<file path="src/rtl/shift_sequencer.sv">
// Multicycle shift unit: captures operand/amount/op on start and shifts one bit per clock.
// The final value lands in a result register that the control FSM reads later.
//
// state | meaning
// ------+---------------------------------------------------------
// IDLE  | waiting for start; result holds the last value
// SHIFT | one bit position per clock, cnt counts remaining steps
// DONE  | result newly valid for one cycle; start is accepted here
module shift_sequencer #(
    parameter int WIDTH = 32,
    parameter int CNTW  = 5
) (
    input  logic             clk,
    input  logic             reset,
    input  logic             start,
    input  logic [1:0]       op,
    input  logic [WIDTH-1:0] data_in,
    input  logic [CNTW-1:0]  shamt,
    output logic             busy,
    output logic             done,
    output logic [WIDTH-1:0] result
);

    typedef enum logic [1:0] {
        ST_IDLE  = 2'd0,
        ST_SHIFT = 2'd1,
        ST_DONE  = 2'd2
    } state_t;

    localparam logic [1:0] OP_SLL = 2'b00;
    localparam logic [1:0] OP_SRL = 2'b01;
    localparam logic [1:0] OP_SRA = 2'b10;
    localparam logic [1:0] OP_ROR = 2'b11;

    localparam logic [CNTW-1:0] CNT_ONE  = CNTW'(1);
    localparam logic [CNTW-1:0] CNT_ZERO = '0;

    state_t           state_q, state_d;
    logic [WIDTH-1:0] sreg_q, sreg_d;
    logic [CNTW-1:0]  cnt_q, cnt_d;
    logic [1:0]       opq_q, opq_d;
    logic [WIDTH-1:0] result_q, result_d;
    logic [WIDTH-1:0] shifted;
    logic             accept;

    // Single-position shift of the working register under the latched op.
    always_comb begin
        shifted = sreg_q;
        case (opq_q)
            OP_SLL:  shifted = {sreg_q[WIDTH-2:0], 1'b0};
            OP_SRL:  shifted = {1'b0, sreg_q[WIDTH-1:1]};
            OP_SRA:  shifted = {sreg_q[WIDTH-1], sreg_q[WIDTH-1:1]};
            OP_ROR:  shifted = {sreg_q[0], sreg_q[WIDTH-1:1]};
            default: shifted = sreg_q;
        endcase
    end

    assign accept = start && ((state_q == ST_IDLE) || (state_q == ST_DONE));

    // State register (all flops, synchronous active-low reset).
    always_ff @(posedge clk) begin
        if (!reset) begin
            state_q  <= ST_IDLE;
            sreg_q   <= '0;
            cnt_q    <= '0;
            opq_q    <= OP_SLL;
            result_q <= '0;
        end else begin
            state_q  <= state_d;
            sreg_q   <= sreg_d;
            cnt_q    <= cnt_d;
            opq_q    <= opq_d;
            result_q <= result_d;
        end
    end

    // Next-state and datapath update.
    always_comb begin
        state_d  = state_q;
        sreg_d   = sreg_q;
        cnt_d    = cnt_q;
        opq_d    = opq_q;
        result_d = result_q;

        case (state_q)
            ST_IDLE, ST_DONE: begin
                if (accept) begin
                    sreg_d = data_in;
                    cnt_d  = shamt;
                    opq_d  = op;
                    if (shamt == CNT_ZERO) begin
                        result_d = data_in;
                        state_d  = ST_DONE;
                    end else begin
                        state_d  = ST_SHIFT;
                    end
                end else begin
                    state_d = ST_IDLE;
                end
            end
            ST_SHIFT: begin
                sreg_d = shifted;
                cnt_d  = cnt_q - CNT_ONE;
                // Last step: publish the once-more-shifted value directly.
                if (cnt_q == CNT_ONE) begin
                    result_d = shifted;
                    state_d  = ST_DONE;
                end
            end
            default: begin
                state_d = ST_IDLE;
            end
        endcase
    end

    // Outputs decoded from registered state only.
    always_comb begin
        busy   = (state_q == ST_SHIFT);
        done   = (state_q == ST_DONE);
        result = result_q;
    end

endmodule

</file>
<file path="config.mk">
export PLATFORM = sky130hd
export DESIGN_NAME = shift_sequencer
export DESIGN_NICKNAME = d
export VERILOG_FILES = /design/src/rtl/shift_sequencer.sv
export SDC_FILE = /design/constraint.sdc
export NUM_CORES = 1
export LEC_CHECK = 0
export ABC_CLOCK_PERIOD_IN_PS = 4200
export CORE_ASPECT_RATIO = 1.2
export CORE_MARGIN = 2
export CORE_UTILIZATION = 30
export CTS_BUF_LIST = sky130_fd_sc_hd__clkbuf_8
export DETAILED_ROUTE_END_ITERATION = 8
export PLACE_DENSITY_LB_ADDON = 0.05
export SLEW_MARGIN = 5
export SYNTH_ARGS = -nofsm -noshare
export SYNTH_HDL_FRONTEND = slang
export SYNTH_SLANG_ARGS = --single-unit
</file>
<file path="constraint.sdc">
create_clock -name clk -period 4.2 [get_ports clk]
set_input_delay 0.84 -clock clk [delete_from_list [all_inputs] [get_ports clk]]
set_output_delay 0.84 -clock clk [all_outputs]
set_load 0.01 [all_outputs]
</file>
==> qor_table.md, run 1 <==
| Result | Value |
|---|---|
| Outcome | complete, no violations |
| Ranking of synthesized cells by area | sky130_fd_sc_hd__dfxtp_1, sky130_fd_sc_hd__nand2_1, sky130_fd_sc_hd__a31o_2 |
| Clock tree from TritonCTS | done |
| Seq pwr share | 48.7% |
| Worst Skew | 0.007768 ns |
| Clock transition at the registers of the reported paths | 0.08 ns |
| Post-CTS Hold Fix Bufs | 0 |
| Gate power share | 19.6% |
| Post-synthesis instance area | 3333 um^2 |
| IR drop worst, VDD | 0.0001420 V |
| Power density over the cells | 380.5 nW/um^2 |
| Critical path capture point type | output pin |
| Overall track demand over capacity in global routing | 15.55% |
| Internal power component | 1152 uW |
| Post-CTS setup-driven buffer insertion count | 0 |
| Synth area leader | sky130_fd_sc_hd__dfxtp_1 |
| Gate Count Post-Synth | 381 |
| WP buf/inv | 2 |
| Wire length of the first global-routing pass | 14,710 um |
| Seq cells post-synth | 73 |
| Post-detailed-route wirelength per cell | 16.05 um |
| Die Height | 119.5 um |
| I/O pin cnt | 76 |
| Number of routed nets with antenna violations | 0 |
| Number of input and output port buffers inserted | 75 |
| Total Nets Final | 484 |
| Arrival time at the worst endpoint | 1.86 ns |
| Cell at the root of the clock tree | sky130_fd_sc_hd__clkbuf_8 |
| Half-perimeter wire length of the detailed placement result | 5765 um |
| Power dissipated by switching net loads | 475.8 uW |
| Number of pins with negative max-slew slack in the final report | 0 |
| Type of element launching the critical path | register |
| Insertion delay of the later-clocked pin in the worst-skew pair | 0.35 ns |
| Number of distinct library cell variants in the gate-level netlist after synthesis | 39 |
| Post-synthesis average cell area | 8.749 um^2 |
| Maximum fanout encountered on the critical timing path | 15 |
| Number of global-route vias before repair | 2,935 |
| DR pass1 iterations | 4 |
| Level count of the clock H-tree | 3 |
| Overall overflow remaining after global route | 0 |
| Floorplan die width | 100.2 um |
| Most instantiated flip-flop cell in the synthesis netlist | sky130_fd_sc_hd__dfxtp_1 |
| Critical setup path kind | register to output pin |
| Gp weighted congestion | 0.7279 |
| Residual DRC count | 0 |
| Slowest CP cell | sky130_fd_sc_hd__clkdlybuf4s50_1 |
| Maximum clock rate | 370.7 MHz |
| Post-route insts no fill | 576 |
| Diode count | 0 |
| Worst min-delay path category | register to register |
| Count of placed standard cells including taps | 561 |
| Largest delay contributor family on the critical path | buffers and inverters |
| Chain of cells forming the critical path | nand2b_2 -> inv_2 -> clkdlybuf4s50_1 |
| First-iteration detailed-routing DRC count | 134 |
| Share of the yosys chip area belonging to registers | 43.84% |
| Finish-stage setup viols | 0 |
| Final Hold Slack | 0.4621 ns |
| Total clock buffers created by CTS | 9 |
| Initial cell density of the core | 30.49% |
| Placeable core region | 10,930 um^2 |
| Most common library cells after synthesis | sky130_fd_sc_hd__dfxtp_1, sky130_fd_sc_hd__nand2_1, sky130_fd_sc_hd__nor2_1, sky130_fd_sc_hd__o21ai_0, sky130_fd_sc_hd__o21ai_1 |
| Avg Vias per Cell | 5.151 |
| Max-capacitance violation count | 0 |
| Slew at the pin closest to its max-slew limit | 1.165 ns |
| Min Tclk post-route | 2.698 ns |
| Peak per-stage delay on the critical path | 0.58 ns |
| Leakage power | 0.001482 uW |
| CTS Buffer Depth | 2 |
| Layout cells sized above 1 | 14.41% |
| Area grow syn2layout | 28.34% |
| Quantity of gates resized following cts | 0 |
| Die footprint | 11,970 um^2 |
| Data required time at the worst endpoint | 3.36 ns |
| Clock sink total | 73 |
| Yosys Warn Count | 0 |
| Library cell with the highest instance count after synthesis | sky130_fd_sc_hd__dfxtp_1 |
| Std cell rows | 42 |
| Initial antenna violation count | 0 |
| Final period util | 64.23% |
| Clock network fraction of design power | 31.6% |
| Syn Nets | 425 |
| Final WL | 9244 um |
| RSZ-0062 raised after global routing | false |
| Pin count of the biggest net entering global routing | 58 |
| Sw frac | 29.23% |
| Area fraction of the dominant cell type after synthesis | 43.84% |
| Async SR Flop Fraction | 0% |
| Count of vias placed by the detailed router | 2,967 |
| Number of enable-type register cells in the synthesized netlist | 0 |
| Worst-case headroom to the max-slew limit | 22.20% |
| Hold Violations, Final | 0 |
| Final setup TNS | 0 ns |
-- final timing paths --
path,from,to,slack [ns],cells after the start
min,sreg_q[28],sreg_q[28],0.46,2
max reg2reg,state_q[0],sreg_q[0],1.91,6
max,state_q[0],busy,1.50,3
min reg2reg,sreg_q[28],sreg_q[28],0.46,2
-- power groups by stage --
stage | sequential, uW | combinational, uW | clock, uW
after floorplan | 798 | 219 | 0
after global placement | 809 | 324 | 0
after detailed placement | 809 | 324 | 0
after CTS | 793 | 325 | 534
after global routing | 801 | 355 | 559
final | 793 | 320 | 515
-- per-layer routing --
layer	wire (um)	share of wire (%)	track usage (%)	vias up
li1	-	-	-	1478
met1	4523	49	21.42	1411
met2	4178	45	23.45	68
met3	428	4.6	2.934	10
met4	114	1.2	7.106	0
met5	0	0	0	-
-- sequential cells by signal, indices dropped and copies added, names as in the netlist --
signal and flops:
result 32, sreg_q 32, cnt_q 5, opq_q 2
state_q 2
-- area by class of cell --
| type | instances | area, um^2 |
|---|---|---|
| multi-input combinational | 271 | 1659 |
| clock buffer | 12 | 165.2 |
| tap | 132 | 165.2 |
| clock inverter | 3 | 16.27 |
| sequential | 73 | 1461 |
| timing repair buffer | 81 | 795.8 |
| inverter | 4 | 15.01 |
| fill | 1153 | 6653 |
-- tightest hold or removal path: stages (launching register included) --
cell and delay, ns:
sky130_fd_sc_hd__dfxtp_1 0.32, sky130_fd_sc_hd__nand2_1 0.05, sky130_fd_sc_hd__o21ai_1 0.05
-- placed cells by master, fill, tap and decap left out, types with 6 or more instances in the layout --
| master | Yosys | layout |
|---|---|---|
| sky130_fd_sc_hd__o2bb2ai_1 | 21 | 21 |
| sky130_fd_sc_hd__clkdlybuf4s50_1 | 0 | 75 |
| sky130_fd_sc_hd__o2bb2ai_2 | 10 | 10 |
| sky130_fd_sc_hd__buf_4 | 0 | 6 |
| sky130_fd_sc_hd__nand2_1 | 65 | 65 |
| sky130_fd_sc_hd__nor2_1 | 41 | 40 |
| sky130_fd_sc_hd__a31o_2 | 24 | 24 |
| sky130_fd_sc_hd__clkbuf_8 | 0 | 12 |
| sky130_fd_sc_hd__o21ai_1 | 30 | 30 |
| sky130_fd_sc_hd__a31o_1 | 6 | 6 |
| sky130_fd_sc_hd__o21ai_0 | 34 | 34 |
| sky130_fd_sc_hd__dfxtp_1 | 73 | 73 |
-- through the flow --
step / cell area (um^2) / utilization (%) / power (uW) / worst slack [ns]
final: 4278 / 39.14 / 1628 / 1.502
after global routing: 4278 / 39.14 / 1715 / 1.374
after floorplan: 3333 / - / 1018 / 2.324
after detailed placement: 4096 / 37.48 / 1133 / 1.692
after global placement: 4096 / 37.48 / 1133 / 1.712
after CTS: 4278 / 39.14 / 1652 / 1.452
-- kinds of logic (layout without fill, tap and decap cells) --
group / after synthesis / in the layout / synth area share [%]
multiplexers: 1 / 1 / 0.3378
adder cells (fa/ha/maj): 2 / 2 / 0.7506
AND/OR/NAND/NOR: 124 / 124 / 16.52
buffers and inverters: 37 / 100 / 6.456
flip-flops: 73 / 73 / 43.84
AO/OA/AOI/OAI: 144 / 144 / 32.09
Power figures use the tool's default switching activity.
==> inputs of run 2 (changes only) <==
--- a/config.mk
+++ b/config.mk
@@ -5,7 +5,7 @@
 export SDC_FILE = /design/constraint.sdc
 export NUM_CORES = 1
 export LEC_CHECK = 0
-export ABC_CLOCK_PERIOD_IN_PS = 4200
+export ABC_CLOCK_PERIOD_IN_PS = 2510
 export CORE_ASPECT_RATIO = 1.2
 export CORE_MARGIN = 2
 export CORE_UTILIZATION = 30
==> constraint.sdc (replaced) <==
create_clock -name clk -period 2.51 [get_ports clk]
set_input_delay 0.502 -clock clk [delete_from_list [all_inputs] [get_ports clk]]
set_output_delay 0.502 -clock clk [all_outputs]
set_load 0.01 [all_outputs]
==> qor_table.md, run 2 (synthesized netlist as in run 1, its figures left out) <==
| Result | Value |
|---|---|
| Worst min-delay path category | register to register |
| Clock sink total | 73 |
| Number of input and output port buffers inserted | 75 |
| Overall track demand over capacity in global routing | 16.00% |
| First-iteration detailed-routing DRC count | 124 |
| Post-detailed-route wirelength per cell | 15.84 um |
| Most common cell after layout, fill and taps aside | sky130_fd_sc_hd__clkdlybuf4s50_1 |
| Gp weighted congestion | 0.7390 |
| Peak per-stage delay on the critical path | 0.58 ns |
| Chain of cells forming the critical path | nand2b_2 -> inv_2 -> clkdlybuf4s50_1 |
| Min Tclk post-route | 2.124 ns |
| Insertion delay of the later-clocked pin in the worst-skew pair | 0.35 ns |
| Max-capacitance violation count | 0 |
| Commonest cells after routing, fill and taps aside | sky130_fd_sc_hd__clkdlybuf4s50_1, sky130_fd_sc_hd__dfxtp_1, sky130_fd_sc_hd__nand2_1, sky130_fd_sc_hd__nor2_1, sky130_fd_sc_hd__o21ai_0 |
| Gate power share | 19.5% |
| Residual DRC count | 0 |
| Slew at the pin closest to its max-slew limit | 0.5289 ns |
| Internal power component | 2077 uW |
| Seq pwr share | 45.9% |
| Diode count | 0 |
| Launch point of the worst reg-to-reg path | opq_q[0] |
| Initial antenna violation count | 0 |
| Count of vias placed by the detailed router | 2,945 |
| Final WL | 9217 um |
| Type of element launching the critical path | register |
| Worst Skew | 0.008478 ns |
| Critical path capture point type | output pin |
| Worst reg2reg endpoint | result[30] |
| Level count of the clock H-tree | 3 |
| Half-perimeter wire length of the detailed placement result | 5996 um |
| Final period util | 84.62% |
| I/O pin cnt | 76 |
| Finish-stage setup viols | 0 |
| DR pass1 iterations | 4 |
| Data required time at the worst endpoint | 2.01 ns |
| Std cell rows | 42 |
| Sw frac | 27.87% |
| Worst-case headroom to the max-slew limit | 64.70% |
| Area grow syn2layout | 31.42% |
| Power density over the cells | 657.5 nW/um^2 |
| Number of global-route vias before repair | 2,965 |
| IR drop worst, VDD | 0.0002287 V |
| Clock network fraction of design power | 34.6% |
| Placeable core region | 10,930 um^2 |
| Hold Violations, Final | 0 |
| Total Nets Final | 490 |
| Area of all placed cells without fillers | 4380 um^2 |
| Hold Startpoint | sreg_q[5] |
| End of the worst hold path | sreg_q[5] |
| Total placed instance area | 4167 um^2 |
| Number of pins with negative max-slew slack in the final report | 0 |
| WP buf/inv | 2 |
| R2R cell count | 5 |
| Internal reg-to-reg setup slack | 0.73 ns |
| Critical setup path kind | register to output pin |
| Total clock buffers created by CTS | 9 |
| CTS Buffer Depth | 2 |
| Maximum clock rate | 470.8 MHz |
| Quantity of gates resized following cts | 0 |
| Wire length of the first global-routing pass | 15,100 um |
| Layout cells sized above 1 | 15.78% |
| Avg Vias per Cell | 5.060 |
| Clock transition at the registers of the reported paths | 0.08 ns |
| Number of fillers in the final layout | 1,132 |
| Worst Hold Path Cells | 2 |
| Arrival time at the worst endpoint | 1.62 ns |
| Slowest CP cell | sky130_fd_sc_hd__clkdlybuf4s50_1 |
| Cell at the root of the clock tree | sky130_fd_sc_hd__clkbuf_8 |
| RSZ-0062 raised after global routing | false |
| Post-CTS setup-driven buffer insertion count | 0 |
| Die footprint | 11,970 um^2 |
| Initial cell density of the core | 30.49% |
| Clock tree from TritonCTS | done |
| Post-CTS Hold Fix Bufs | 0 |
| Pin count of the biggest net entering global routing | 37 |
| Leakage power | 0.001534 uW |
| Number of routed nets with antenna violations | 0 |
| Maximum fanout encountered on the critical timing path | 11 |
| Overall overflow remaining after global route | 0 |
| Die Height | 119.5 um |
| Largest delay contributor family on the critical path | buffers and inverters |
| Final setup TNS | 0 ns |
| Outcome | complete, no violations |
| Floorplan die width | 100.2 um |
| Power dissipated by switching net loads | 802.6 uW |
==> run 2: worst reg2reg max path, stage by stage (launching register included) <==
cell	delay, ns
sky130_fd_sc_hd__dfxtp_1	0.45
sky130_fd_sc_hd__nor2_2	0.50
sky130_fd_sc_hd__buf_4	0.29
sky130_fd_sc_hd__nand2_1	0.08
sky130_fd_sc_hd__a31o_2	0.25
sky130_fd_sc_hd__o2bb2ai_1	0.14
==> run 2: metal layers <==
metal,part of all wire (%),GRT usage (%)
met5,0,0
met4,2.1,7.277
met3,3.5,2.465
met2,45,25.08
met1,50,21.55
==> run 2: cell type report <==
class                           instances  area [um^2]  share of cell area [%]
Clock inverter                          2        35.03                  0.7998
Clock buffer                           13        178.9                   4.085
Tap cell                              132        165.2                   3.770
Timing Repair Buffer                   87        865.8                   19.77
Sequential cell                        73         1461                   33.36
Multi-Input combinational cell        271         1659                   37.87
Inverter                                4        15.01                  0.3428
==> run 2: per-stage QoR <==
stage / cells / hold slack [ns] / util [%] / setup WS (ns) / power, uW
6_report: 582 / 0.4618 / 40.08 / 0.3861 / 2880
4_1_cts: 582 / 0.4664 / 40.08 / 0.3370 / 2925
2_1_floorplan: 381 / 0.4301 / - / 0.9722 / 1703
3_3_place_gp: 567 / 0.4521 / 38.12 / 0.3412 / 1915
5_1_grt: 582 / 0.4810 / 40.08 / 0.2866 / 3031
3_5_place_dp: 567 / 0.4456 / 38.12 / 0.3115 / 1917
==> run 2: worst max path at each step <==
stage	start	cells past startpoint	end	slack [ns]
2_1_floorplan	shamt[3]	6	result[20]	0.97
5_1_grt	state_q[0]	3	busy	0.29
3_5_place_dp	shamt[3]	5	result[3]	0.31
3_3_place_gp	shamt[3]	5	result[8]	0.34
6_report	state_q[0]	3	busy	0.39
4_1_cts	state_q[0]	3	busy	0.34
==> run 2: power by group through the flow <==
stage	logic (uW)	clock network, uW	registers [uW]
6_report	560	998	1320
5_1_grt	629	1070	1330
4_1_cts	571	1030	1320
3_5_place_dp	569	0	1350
3_3_place_gp	566	0	1350
2_1_floorplan	367	0	1340
==> inputs of run 3 (changes only) <==
--- a/config.mk
+++ b/config.mk
@@ -5,7 +5,7 @@
 export SDC_FILE = /design/constraint.sdc
 export NUM_CORES = 1
 export LEC_CHECK = 0
-export ABC_CLOCK_PERIOD_IN_PS = 2510
+export ABC_CLOCK_PERIOD_IN_PS = 1900
 export CORE_ASPECT_RATIO = 1.2
 export CORE_MARGIN = 2
 export CORE_UTILIZATION = 30
==> constraint.sdc (replaced) <==
create_clock -name clk -period 1.9 [get_ports clk]
set_input_delay 0.38 -clock clk [delete_from_list [all_inputs] [get_ports clk]]
set_output_delay 0.38 -clock clk [all_outputs]
set_load 0.01 [all_outputs]
==> qor_table.md, run 3 (synthesized netlist as in run 1, its figures left out) <==
| Result | Value |
|---|---|
| Outcome | complete, no violations |
| Clock sink total | 73 |
| Number of input and output port buffers inserted | 75 |
| Final period util | 93.54% |
| Overall overflow remaining after global route | 0 |
| Level count of the clock H-tree | 3 |
| Finish-stage setup viols | 0 |
| Leakage power | 0.001629 uW |
| Number of routed nets with antenna violations | 0 |
| Critical setup path kind | register to output pin |
| Die footprint | 11,970 um^2 |
| Most common cell after layout, fill and taps aside | sky130_fd_sc_hd__clkdlybuf4s50_1 |
| I/O pin cnt | 76 |
| Post-route insts no fill | 599 |
| Critical path capture point type | output pin |
| Half-perimeter wire length of the detailed placement result | 6410 um |
| Min Tclk post-route | 1.777 ns |
| Power density over the cells | 840.4 nW/um^2 |
| Overall track demand over capacity in global routing | 16.19% |
| Maximum clock rate | 562.6 MHz |
| Area grow syn2layout | 35.59% |
| Worst-case headroom to the max-slew limit | 79.27% |
| Gp weighted congestion | 0.7634 |
| Insertion delay of the later-clocked pin in the worst-skew pair | 0.35 ns |
| Count of vias placed by the detailed router | 2,972 |
| Number of fillers in the final layout | 1,143 |
| Hold Violations, Final | 0 |
| Initial antenna violation count | 0 |
| Post-detailed-route wirelength per cell | 15.26 um |
| Data required time at the worst endpoint | 1.52 ns |
| Count of placed standard cells including taps | 583 |
| Maximum fanout encountered on the critical timing path | 5 |
| Number of global-route vias before repair | 3,048 |
| Commonest cells after routing, fill and taps aside | sky130_fd_sc_hd__clkdlybuf4s50_1, sky130_fd_sc_hd__dfxtp_1, sky130_fd_sc_hd__nand2_1, sky130_fd_sc_hd__nor2_1, sky130_fd_sc_hd__o21ai_0 |
| Diode count | 0 |
| Number of pins with negative max-slew slack in the final report | 0 |
| Slew at the pin closest to its max-slew limit | 0.3098 ns |
| Cell at the root of the clock tree | sky130_fd_sc_hd__clkbuf_8 |
| Placeable core region | 10,930 um^2 |
| RSZ-0062 raised after global routing | false |
| Type of element launching the critical path | register |
| DR pass1 iterations | 4 |
| Final WL | 9138 um |
| CTS Buffer Depth | 2 |
| First-iteration detailed-routing DRC count | 115 |
| Final Hold Slack | 0.4626 ns |
| Max-capacitance violation count | 0 |
| Die Height | 119.5 um |
| Final core utilization | 41.35% |
| Std cell rows | 42 |
| Layout cells sized above 1 | 18.63% |
| Residual DRC count | 0 |
| IR drop worst, VDD | 0.0003613 V |
| Avg Vias per Cell | 4.962 |
| Total Nets Final | 506 |
| Pin count of the biggest net entering global routing | 32 |
| Arrival time at the worst endpoint | 1.40 ns |
| Final setup TNS | 0 ns |
| Clock tree from TritonCTS | done |
| Initial cell density of the core | 30.49% |
| Total clock buffers created by CTS | 9 |
| Worst min-delay path category | register to register |
| Post-CTS Hold Fix Bufs | 0 |
| Floorplan die width | 100.2 um |
| Clock transition at the registers of the reported paths | 0.07 ns |
| Worst Skew | 0.008266 ns |
| Wire length of the first global-routing pass | 15,320 um |
## run 3: cell types whose count changed in the layout (fill, tap and decap cells not counted), sizes merged
cell / change
buf: +16
clkbuf: -1
dlygate4sd2: +1
inv: +2
clkdlybuf4s50: -1
## run 3: worst max-delay path, cell delays in order (launching register included)
cell	delay, ns
sky130_fd_sc_hd__dfxtp_2	0.35
sky130_fd_sc_hd__and2b_1	0.18
sky130_fd_sc_hd__clkdlybuf4s50_1	0.52
## run 3: path summary, 6_finish.rpt
kind | endpoint | startpoint | slack [ns] | cells past startpoint
setup / recovery | done | state_q[0] | 0.12 | 2
hold / removal | sreg_q[23] | sreg_q[23] | 0.46 | 2
setup reg to reg | result[6] | cnt_q[1] | 0.33 | 7
hold reg to reg | sreg_q[23] | sreg_q[23] | 0.46 | 2
## run 3: timing repair
item	4_1_cts	5_1_grt
setup buffers	0	0
gates resized for setup	2	0
endpoints found under the setup margin	1	0
## run 3: layer usage
metal | GRT usage [%] | up-vias | wire, um
li1 | - | 1521 | -
met1 | 21.74 | 1370 | 4476
met2 | 25.71 | 70 | 4137
met3 | 3.110 | 11 | 379
met4 | 5.908 | 0 | 144
met5 | 0 | - | 0
## run 3: metrics by stage
step / power [uW] / area, um^2 / setup WS [ns]
detailed placement: 2563 / 4312 / -0.03733
floorplan: 2250 / 3333 / 0.4379
finish: 3798 / 4519 / 0.1226
CTS: 3864 / 4519 / 0.09145
global route: 4017 / 4519 / 0.07506
global placement: 2564 / 4312 / -0.03319
## run 3: report_power, final
| group | leakage [uW] | total (uW) | internal (uW) | switching, uW |
|---|---|---|---|---|
| clock network | 0.000115 | 1280 | 704 | 577 |
| logic | 0.000917 | 769 | 379 | 390 |
| registers | 0.000597 | 1750 | 1650 | 96.5 |
## run 3: area by class of cell
class	count	area [um^2]	area share, %
Multi-Input combinational cell	271	1659	36.71
Sequential cell	73	1463	32.36
Timing Repair Buffer	103	1010	22.34
Clock buffer	12	165.2	3.654
Tap cell	132	165.2	3.654
Clock inverter	4	42.54	0.9413
Inverter	4	15.01	0.3322
